[src/rtl/gf2_pkg.sv]
// Shared types and bit helpers for the GF(2) minimum-weight solver.
// Helpers work on a fixed 32-bit container; callers zero-extend narrower vectors.
package gf2_pkg;

    typedef enum logic [1:0] {IDLE, SCAN, ENUM, DONE} state_t;

    localparam int AUG_COL = 0;
    localparam int MAXW    = 32;

    function automatic logic [5:0] popcount(input logic [MAXW-1:0] v);
        logic [5:0] c;
        c = '0;
        for (int i = 0; i < MAXW; i++) begin
            c = c + 6'(v[i]);
        end
        return c;
    endfunction

    function automatic logic parity(input logic [MAXW-1:0] v);
        return ^v;
    endfunction

    // Parallel bit deposit: low bits of src scattered onto the set bits of mask, ascending.
    function automatic logic [MAXW-1:0] deposit(input logic [MAXW-1:0] src,
                                                 input logic [MAXW-1:0] mask);
        logic [MAXW-1:0] res;
        logic [5:0]      j;
        res = '0;
        j   = '0;
        for (int i = 0; i < MAXW; i++) begin
            if (mask[i]) begin
                res[i] = src[j[4:0]];
                j      = j + 6'd1;
            end
        end
        return res;
    endfunction

endpackage

[src/rtl/gf2_popcount.sv]
// Combinational Hamming-weight counter for a W-bit vector.
module gf2_popcount #(
    parameter int W = 2,
    localparam int CNTW = $clog2(W + 1)
) (
    input  logic [W-1:0]    bits,
    output logic [CNTW-1:0] count
);

    logic [CNTW-1:0] partial [W+1];

    assign partial[0] = '0;

    for (genvar gi = 0; gi < W; gi++) begin : g_acc
        assign partial[gi+1] = partial[gi] + CNTW'(bits[gi]);
    end

    assign count = partial[W];

endmodule

[src/rtl/gf2_min_weight_solve.sv]
// Minimum-weight solution search over an RREF GF(2) system (scan rows, enumerate free vars).
// Optional tie counter output n_min is enabled by defining GF2_SOLVE_COUNT_EN.
module gf2_min_weight_solve
    import gf2_pkg::*;
#(
    parameter int ROWS = 2,
    parameter int COLS = 3
) (
    input  logic                      clk,
    input  logic                      rst_n,
    input  logic                      start,
    input  logic [COLS-1:0]           RREF [ROWS-1:0],
    output logic                      ready,
    output logic                      solvable,
    output logic [$clog2(COLS)-1:0]   min_weight,
    output logic [COLS-2:0]           SOLN
`ifdef GF2_SOLVE_COUNT_EN
    ,
    output logic [COLS-1:0]           n_min
`endif
);

    localparam int VARS = COLS - 1;
    localparam int WW   = $clog2(COLS);
    localparam int CW   = VARS + 1;
    localparam int RW   = (ROWS > 1) ? $clog2(ROWS) : 1;

    state_t          state;
    logic [COLS-1:0] rref_reg [ROWS-1:0];
    logic [VARS-1:0] piv_oh   [ROWS-1:0];
    logic [VARS-1:0] pivot_mask;
    logic [VARS-1:0] free_mask;
    logic            inconsistent;
    logic [RW-1:0]   row_idx;
    logic [CW-1:0]   counter;
    logic [CW-1:0]   last_cnt;
    logic [VARS-1:0] best_x;
    logic [WW:0]     best_w;

    // Scan-stage view of the current row
    logic [COLS-1:0] scan_row;
    logic [VARS-1:0] scan_coef, scan_piv, pivot_next, free_next;
    logic            incons_next;
    logic [5:0]      nf_next;
    logic [CW-1:0]   last_next;

    always_comb begin
        scan_row    = rref_reg[row_idx];
        scan_coef   = scan_row[COLS-1:1];
        scan_piv    = scan_coef & (~scan_coef + VARS'(1));
        pivot_next  = pivot_mask | scan_piv;
        free_next   = ~pivot_next;
        incons_next = inconsistent | ((scan_coef == '0) & scan_row[AUG_COL]);
        nf_next     = popcount(32'(free_next));
        last_next   = CW'((32'd1 << nf_next) - 32'd1);
    end

    // Enumeration stage: free variables from the counter, pivots back-substituted
    logic [VARS-1:0] free_assign, x_cand, bx_next;
    logic [VARS-1:0] row_fix [ROWS-1:0];
    logic [WW-1:0]   x_w;
    logic [WW:0]     bw_next;
    logic            improve, tie;

    assign free_assign = VARS'(deposit(32'(counter), 32'(free_mask)));

    for (genvar gi = 0; gi < ROWS; gi++) begin : g_row
        assign row_fix[gi] = (rref_reg[gi][AUG_COL] ^
                              parity(32'(rref_reg[gi][COLS-1:1] & free_assign))) ? piv_oh[gi] : '0;
    end

    always_comb begin
        x_cand = free_assign;
        for (int r = 0; r < ROWS; r++) begin
            x_cand = x_cand | row_fix[r];
        end
    end

    gf2_popcount #(.W(VARS)) u_popcount (
        .bits  (x_cand),
        .count (x_w)
    );

    assign improve = {1'b0, x_w} < best_w;
    assign tie     = {1'b0, x_w} == best_w;
    assign bx_next = improve ? x_cand : best_x;
    assign bw_next = improve ? {1'b0, x_w} : best_w;

`ifdef GF2_SOLVE_COUNT_EN
    logic [CW-1:0] best_n, bn_next;
    assign bn_next = improve ? CW'(1) : (tie ? best_n + CW'(1) : best_n);
`endif

    always_ff @(posedge clk or negedge rst_n) begin
        if (!rst_n) begin
            state        <= IDLE;
            ready        <= 1'b0;
            solvable     <= 1'b0;
            min_weight   <= '0;
            SOLN         <= '0;
            pivot_mask   <= '0;
            free_mask    <= '0;
            inconsistent <= 1'b0;
            row_idx      <= '0;
            counter      <= '0;
            last_cnt     <= '0;
            best_x       <= '0;
            best_w       <= '0;
            for (int r = 0; r < ROWS; r++) begin
                rref_reg[r] <= '0;
                piv_oh[r]   <= '0;
            end
`ifdef GF2_SOLVE_COUNT_EN
            n_min        <= '0;
            best_n       <= '0;
`endif
        end else begin
            case (state)
                IDLE, DONE: begin
                    if (start) begin
                        rref_reg     <= RREF;
                        ready        <= 1'b0;
                        row_idx      <= '0;
                        pivot_mask   <= '0;
                        inconsistent <= 1'b0;
                        state        <= SCAN;
                    end
                end
                SCAN: begin
                    piv_oh[row_idx] <= scan_piv;
                    pivot_mask      <= pivot_next;
                    inconsistent    <= incons_next;
                    if (row_idx == RW'(ROWS - 1)) begin
                        if (incons_next) begin
                            solvable   <= 1'b0;
                            SOLN       <= '0;
                            min_weight <= '0;
`ifdef GF2_SOLVE_COUNT_EN
                            n_min      <= '0;
`endif
                            ready      <= 1'b1;
                            state      <= DONE;
                        end else begin
                            free_mask <= free_next;
                            last_cnt  <= last_next;
                            counter   <= '0;
                            best_w    <= '1;
                            best_x    <= '0;
`ifdef GF2_SOLVE_COUNT_EN
                            best_n    <= '0;
`endif
                            state     <= ENUM;
                        end
                    end else begin
                        row_idx <= row_idx + RW'(1);
                    end
                end
                ENUM: begin
                    best_x  <= bx_next;
                    best_w  <= bw_next;
                    counter <= counter + CW'(1);
`ifdef GF2_SOLVE_COUNT_EN
                    best_n  <= bn_next;
`endif
                    if (counter == last_cnt) begin
                        SOLN       <= bx_next;
                        min_weight <= WW'(bw_next);
                        solvable   <= 1'b1;
                        ready      <= 1'b1;
`ifdef GF2_SOLVE_COUNT_EN
                        n_min      <= bn_next;
`endif
                        state      <= DONE;
                    end
                end
                default: state <= IDLE;
            endcase
        end
    end

endmodule

[config.mk]
export PLATFORM = sky130hd
export DESIGN_NAME = gf2_min_weight_solve
export DESIGN_NICKNAME = d
export VERILOG_FILES = /design/src/rtl/gf2_pkg.sv /design/src/rtl/gf2_popcount.sv /design/src/rtl/gf2_min_weight_solve.sv
export SDC_FILE = /design/constraint.sdc
export NUM_CORES = 1
export LEC_CHECK = 0
export CORE_ASPECT_RATIO = 1.2
export CORE_MARGIN = 2
export CORE_UTILIZATION = 35
export DETAILED_ROUTE_END_ITERATION = 8
export PLACE_DENSITY = 0.52
export SLEW_MARGIN = 0
export SYNTH_ARGS = -nofsm -noshare
export SYNTH_HDL_FRONTEND = slang
export SYNTH_SLANG_ARGS = --single-unit
[constraint.sdc]
create_clock -name clk -period 2.7 [get_ports clk]
set_clock_uncertainty 0.05 [all_clocks]
set_input_delay 0.405 -clock clk [delete_from_list [all_inputs] [get_ports clk]]
set_output_delay 0.405 -clock clk [all_outputs]
set_load 0.03 [all_outputs]
==> results of run 1 <==
-- final timing paths --
path / startpoint / end
worst max-delay path: free_mask[0] / min_weight[0]
worst min-delay path: solvable / solvable
worst max register to register: free_mask[0] / min_weight[0]
worst min register to register: solvable / solvable
max in group asynchronous: rst_n / last_cnt[0]
min in group asynchronous: rst_n / best_x[0]
-- power breakdown --
group / switching, W / leakage, nW / internal, W
sequential: 0.000227 / 0.434 / 0.000761
clock: 0.000189 / 0.0422 / 0.000181
combinational: 0.000973 / 0.564 / 0.000968
total: 0.00139 / 1.04 / 0.00191
-- cell usage after synthesis (all sizes together) --
cell type,n,area [um2]
or2,1,6.26
dfrtp,35,876
ha,8,100
a31o,1,8.76
nand3,7,35.0
nand2,15,58.8
a222oi,1,10.0
xnor2,5,43.8
clkbuf,4,15.0
nor4b,1,8.76
a31oi,1,6.26
inv,11,41.3
o31ai,2,20.0
nor3,4,31.3
nand2b,4,25.0
o31a,1,8.76
buf,3,23.8
xor2,2,17.5
a221o,1,10.0
mux2i,3,30.0
a22o,4,35.0
a32oi,1,8.76
a21o,2,15.0
nand4,2,12.5
o32a,1,10.0
nor2b,4,27.5
a211oi,1,7.51
a32o,1,10.0
o22ai,1,6.26
o21ai,15,78.8
mux2,14,158
nor2,12,45.0
a21oi,14,77.6
nor3b,1,18.8
-- per-layer routing --
metal,global-route usage [%],vias up,share of wire [%]
li1,-,719,-
met1,17.5,724,40
met2,26.8,38,52
met3,3.60,16,3.9
met4,8.23,0,3.4
met5,0,-,0
-- critical path, stage by stage, from the launching register on --
cell	delay, ps
dfrtp_1	370
mux2i_2	260
nor2_1	70
xor2_1	150
a222oi_1	370
inv_1	140
ha_4	190
ha_4	280
a21oi_4	60
or2_4	260
mux2_2	280
a22o_1	170
-- through the flow --
| stage | hold WS (ps) | utilization (%) |
|---|---|---|
| 6_report | 435 | 44.7 |
| 5_1_grt | 448 | 44.7 |
| 4_1_cts | 439 | 43.9 |
| 3_5_place_dp | 422 | 41.5 |
| 3_3_place_gp | 416 | 41.5 |
| 2_1_floorplan | 59.4 | - |
-- logic make-up (layout without fill, tap and decap cells) --
kind of cell               count (synthesis)  after routing  synth area share, %
DFF                                       35             35                 46.4
adders and majority gates                  8              8                 5.31
xor gates and xnor gates                   7              7                 3.25
AOI/OAI and AO/OA                         47             47                 16.6
and+or+nand+nor                           51             51                 14.3
buffers and inverters                     18             52                 4.24
muxes                                     17             17                 9.95
-- cell type report --
class | count | area, um2 | area share, %
Sequential cell | 35 | 876 | 37.2
Timing Repair Buffer | 33 | 287 | 12.2
Multi-Input combinational cell | 130 | 991 | 42.1
Tap cell | 62 | 77.6 | 3.30
Inverter | 11 | 41.3 | 1.75
Clock inverter | 1 | 5.00 | 0.213
Clock buffer | 7 | 76.3 | 3.24
-- timing repair --
| action | CTS | global route |
|---|---|---|
| endpoints found under the setup margin | 1 | 8 |
| resized for setup | 1 | 8 |
| hold endpoints to repair | 0 | 0 |
| buffers inserted | 6 | 2 |
| pin swaps | 1 | 3 |
==> metrics.md, run 1 <==
| Metric | Value |
|---|---|
| PD cells | `1400 nW/um2` |
| DRT antenna net count | `0` |
| Total die area | `6000 um2` |
| #FFs+latches synth | `35` |
| Initial Util | `35.9%` |
| Cell count after synthesis | `183` |
| Worst rel slew slack | `67.6%` |
| Worst EP arrival | `2880 ps` |
| Fmax | `364 MHz` |
| Layout fillers | `488` |
| Grt ovf | `0` |
| Final std cells w/o fill | `279` |
| Clock root buffer | `clkbuf_8` |
| Total wire length | `4280 um` |
| CTS buffer count | `5` |
| DP Area | `2180 um2` |
| Startpoint Class | `flop` |
| WL/cell | `15.3 um` |
| Routability cong. | `0.742` |
| Max reg flops | `6` |
| Outcome | `complete, but fails checks` |
| Worst R2R Setup Slack | `-50 ps` |
| Most frequent cells in the layout | `dfrtp_1 (35), buf_4 (18), nand2_1 (14), clkdlybuf4s50_1 (14), a21oi_1 (12)` |
| CP Class | `reg2reg` |
| Cell variety after synth | `44` |
| CP Data Required Time | `2830 ps` |
| Initial antenna violation count | `0` |
| Initial DRC count | `70` |
| Antenna Cells | `0` |
| Post-synthesis cell area | `1890 um2` |
| # H-tree levels | `2` |
| Slew Viols, Final | `0` |
| Ports | `15` |
| FF-to-FF path depth | `11` |
| Min setup slack post-route | `-46.4 ps` |
| Worst skew pair latency | `290 ps` |
| DRC | `0` |
| CTS Sinks | `35` |
| Pre-antenna DRT Iters | `4` |
| Final hold vios | `0` |
| Synthesized area per cell | `10.3 um2` |
| Vias per inst | `5.37` |
| Post-synthesis sequential area ratio | `46.4%` |
| Syn-to-layout area delta | `24.7%` |
| Largest net degree at the start of global routing | `36` |
| CP max FO | `3` |
| Tmin final | `2750 ps` |
| DP Wirelength | `3140 um` |
| Tightest Pin Transition | `487 ps` |
| Die Width | `71.0 um` |
| Ys Warns | `0` |
| PortBufs | `14` |
| RSZ-0062 raised after global routing | `yes` |
| Leakage power | `1.04 nW` |
| Std cell rows | `29` |
| Via count | `1497` |
| Hold crit path type | `reg2reg` |
| Most common cell after layout, fill and taps aside | `dfrtp_1` |
| First-pass GRT wire length | `7200 um` |
| Nets | `233` |
| Post-synth net total | `200` |
| Total negative slack | `-46.4 ps` |
| Worst Hold Depth | `1` |
| Fraction of layout cells with a size suffix above 1 | `24.4%` |
| Cts hold-fix bufs | `0` |
| Final setup fails | `1` |
| Failing checks | `negative setup slack` |
| Worst slack, placed | `-22.4 ps` |
| CTS Buffer Depth | `2` |
| Dpl cells | `263` |
| Max_cap viols | `0` |
| Crit. End Element | `flop` |
| Fin crit share | `102%` |
| Total Power | `0.00330 W` |
| VDD IR max | `0.437 mV` |
| Die Span Y | `84.4 um` |
| CTS tree | `done` |
| Core area | `5260 um2` |
| Worst-path clk slew | `70 ps` |
| Vias in the first global route | `1509` |
| GRT Util Overall | `15.5%` |
| Post-Layout Inst Area | `2350 um2` |
No activity file was read; power rests on OpenSTA's default activity.
==> run 2: changes to the inputs <==
- CORE_MARGIN: 2 -> default
- CORE_UTILIZATION: 35 -> 40
- PLACE_DENSITY: 0.52 -> 0.59
==> run 2 against run 1 <==
The flow still finishes with violations (negative setup slack); combinational power decreased by 5%; critical endpoint unchanged; non-clock buffer count shrank 1; sequential power hardly changed; utilization up 6.0 points; worst hold slack better by 12 ps; global-route usage increased by 2.8 points; register-to-register slack hardly changed; critical path depth unchanged.
==> metrics.md, run 2 (same netlist as run 1, synthesis figures left out) <==
| Metric | Value |
|---|---|
| Final setup fails | `2 (+1)` |
| Fin util | `50.8% (+6.0 points)` |
| Worst skew pair latency | `290 ps (about the same)` |
| Most frequent cells in the layout | `dfrtp_1 (35), buf_4 (18), nand2_1 (14), clkdlybuf4s50_1 (14)` |
| VDD IR max | `0.526 mV (+20%)` |
| Nets | `232 (-0.43%)` |
| Worst-path clk slew | `70 ps (about the same)` |
| DP Wirelength | `2930 um (-6.6%)` |
| DRT antenna net count | `0 (unchanged)` |
| Hold crit path type | `reg2reg` |
| Slew Viols, Final | `0 (unchanged)` |
| CP Data Required Time | `2830 ps (about the same)` |
| Via count | `1474 (-1.5%)` |
| Min setup slack post-route | `-53.5 ps (-7.09 ps)` |
| Max reg flops | `6 (unchanged)` |
| Worst R2R Setup Slack | `-50 ps (about the same)` |
| CTS Sinks | `35 (unchanged)` |
| Grt ovf | `0 (unchanged)` |
| Ports | `15 (unchanged)` |
| Worst EP arrival | `2880 ps (about the same)` |
| PortBufs | `14 (unchanged)` |
| WL/cell | `14.8 um (-3.7%)` |
| Hold slack final | `447 ps (+11.9 ps)` |
| Fraction of layout cells with a size suffix above 1 | `22.2% (-2.2 points)` |
| Startpoint Class | `flop` |
| Die Span Y | `77.2 um (-8.5%)` |
| Vias in the first global route | `1525 (+1.1%)` |
| Largest net degree at the start of global routing | `36 (unchanged)` |
| CTS Buffer Depth | `2 (unchanged)` |
| CP Class | `reg2reg` |
| Reg-to-reg startpoint | `free_mask[0]` |
| Std cell rows | `27 (-6.9%)` |
| RR Endpoint | `min_weight[0]` |
| Fmax | `363 MHz (-0.26%)` |
| RSZ-0062 raised after global routing | `yes` |
| Worst stage delay on the critical path | `380 ps (about the same)` |
| Clock root buffer | `clkbuf_8` |
| Crit-path cells | `mux2i_2 > nor2_1 > xor2_1 > a222oi_1 > inv_1 > ha_2 > ha_4 > a21oi_4 > or2_1 > mux2_2 > a22o_1` |
| Vias per inst | `5.38 (+0.26%)` |
| Cts hold-fix bufs | `0 (unchanged)` |
| CP max stage cell | `dfrtp_1` |
| Core area | `4560 um2 (-13%)` |
| Fin crit share | `102% (+0.26 points)` |
| CTS buffer count | `5 (unchanged)` |
| Tmin final | `2750 ps (+7.09 ps)` |
| # H-tree levels | `2 (unchanged)` |
| Worst rel slew slack | `69.2% (+1.7 points)` |
| Leakage power | `1.03 nW (-1.4%)` |
| FF-to-FF path depth | `11 (unchanged)` |
| CP max FO | `3 (unchanged)` |
| Routability cong. | `0.836 (+13%)` |
| Failing checks | `negative setup slack` |
| Max_cap viols | `0 (unchanged)` |
| PD cells | `1380 nW/um2 (-1.6%)` |
| DRC | `0 (unchanged)` |
| Total wire length | `4050 um (-5.4%)` |
| GRT Util Overall | `18.3% (+2.8 points)` |
| Most common cell after layout, fill and taps aside | `dfrtp_1` |
| Total Power | `0.00319 W (-3.3%)` |
| Total die area | `5000 um2 (-17%)` |
| Syn-to-layout area delta | `22.7%` |
| Worst Setup EP | `min_weight[0]` |
| Initial antenna violation count | `0 (unchanged)` |
| Final hold vios | `0 (unchanged)` |
| Initial DRC count | `92 (+31%)` |
| Die Width | `64.7 um (-8.9%)` |
| Tightest Pin Transition | `461 ps (-25.3 ps)` |
| Outcome | `complete, but fails checks` |
| Crit. End Element | `flop` |
| Worst setup path startpoint | `free_mask[0]` |
| Initial Util | `41.4% (+5.5 points)` |
| Antenna Cells | `0 (unchanged)` |
| CTS tree | `done` |
| First-pass GRT wire length | `6970 um (-3.2%)` |
| Pre-antenna DRT Iters | `6 (+2)` |
[run 2: cell types whose count changed in the layout (fill, tap and decap cells not counted)]
cell,before,now
o21ai_1,2,5
clkbuf_1,2,1
nor2_1,11,12
ha_2,0,1
or2_1,0,1
buf_6,1,0
nor2_2,1,0
or2_4,1,0
o21ai_2,4,1
clkinvlp_4,0,1
ha_4,2,1
[run 2: repair_timing]
action                                  CTS  global route
gates resized for setup                   1             1
endpoints found under the setup margin    3             8
setup buffers                             6             2
pin swaps                                 1             1
[run 2: how the worst min path moves through the flow]
stage,start,to,slack (ps),depth (start not counted)
finish,SOLN[1],SOLN[1],450,2
detailed placement,piv_oh[2],piv_oh[2],440,2
CTS,piv_oh[2],piv_oh[2],450,2
floorplan,rst_n,SOLN[0],60,0
global placement,solvable,solvable,410,1
global route,solvable,solvable,480,1
[run 2: metal layers]
layer | part of all wire (%) | global-route usage (%)
met1 | 43 | 21.1
met2 | 49 | 30.4
met3 | 2.5 | 3.72
met4 | 5.3 | 11.6
met5 | 0 | 0
[run 2: where the power goes]
part	internal, W	switching (W)
Sequential	0.000761	0.000227
Combinational	0.000911	0.000926
Clock	0.000180	0.000187
Total	0.00185	0.00134
[run 2: critical path: cells and delay by family, from the launching register on]
| family | cells | cell delay, ps |
|---|---|---|
| AOI/OAI and AO/OA | 3 | 590 |
| muxes | 2 | 550 |
| adders and majority gates | 2 | 500 |
| DFF | 1 | 380 |
| and+or+nand+nor | 2 | 340 |
| xor gates and xnor gates | 1 | 140 |
| buffers and inverters | 1 | 100 |
[run 2: cell type report]
class / count / area, um2
Sequential cell: 35 / 876
Fill cell: 433 / 2250
Multi-Input combinational cell: 130 / 965
Tap cell: 58 / 72.6
Clock buffer: 6 / 72.6
Clock inverter: 2 / 12.5
Inverter: 11 / 41.3
Timing Repair Buffer: 32 / 275
[run 2: per-stage QoR]
stage / cells / setup slack [ps] / instance area (um2) / setup TNS [ps]
after detailed placement: 258 / -49.8 / 2170 / -49.8
after floorplan: 183 / -127 / 1920 / -127
after CTS: 272 / -55.8 / 2300 / -89.8
after global placement: 258 / 68.8 / 2170 / 0
final: 274 / -53.5 / 2310 / -106
after global routing: 274 / -189 / 2310 / -808
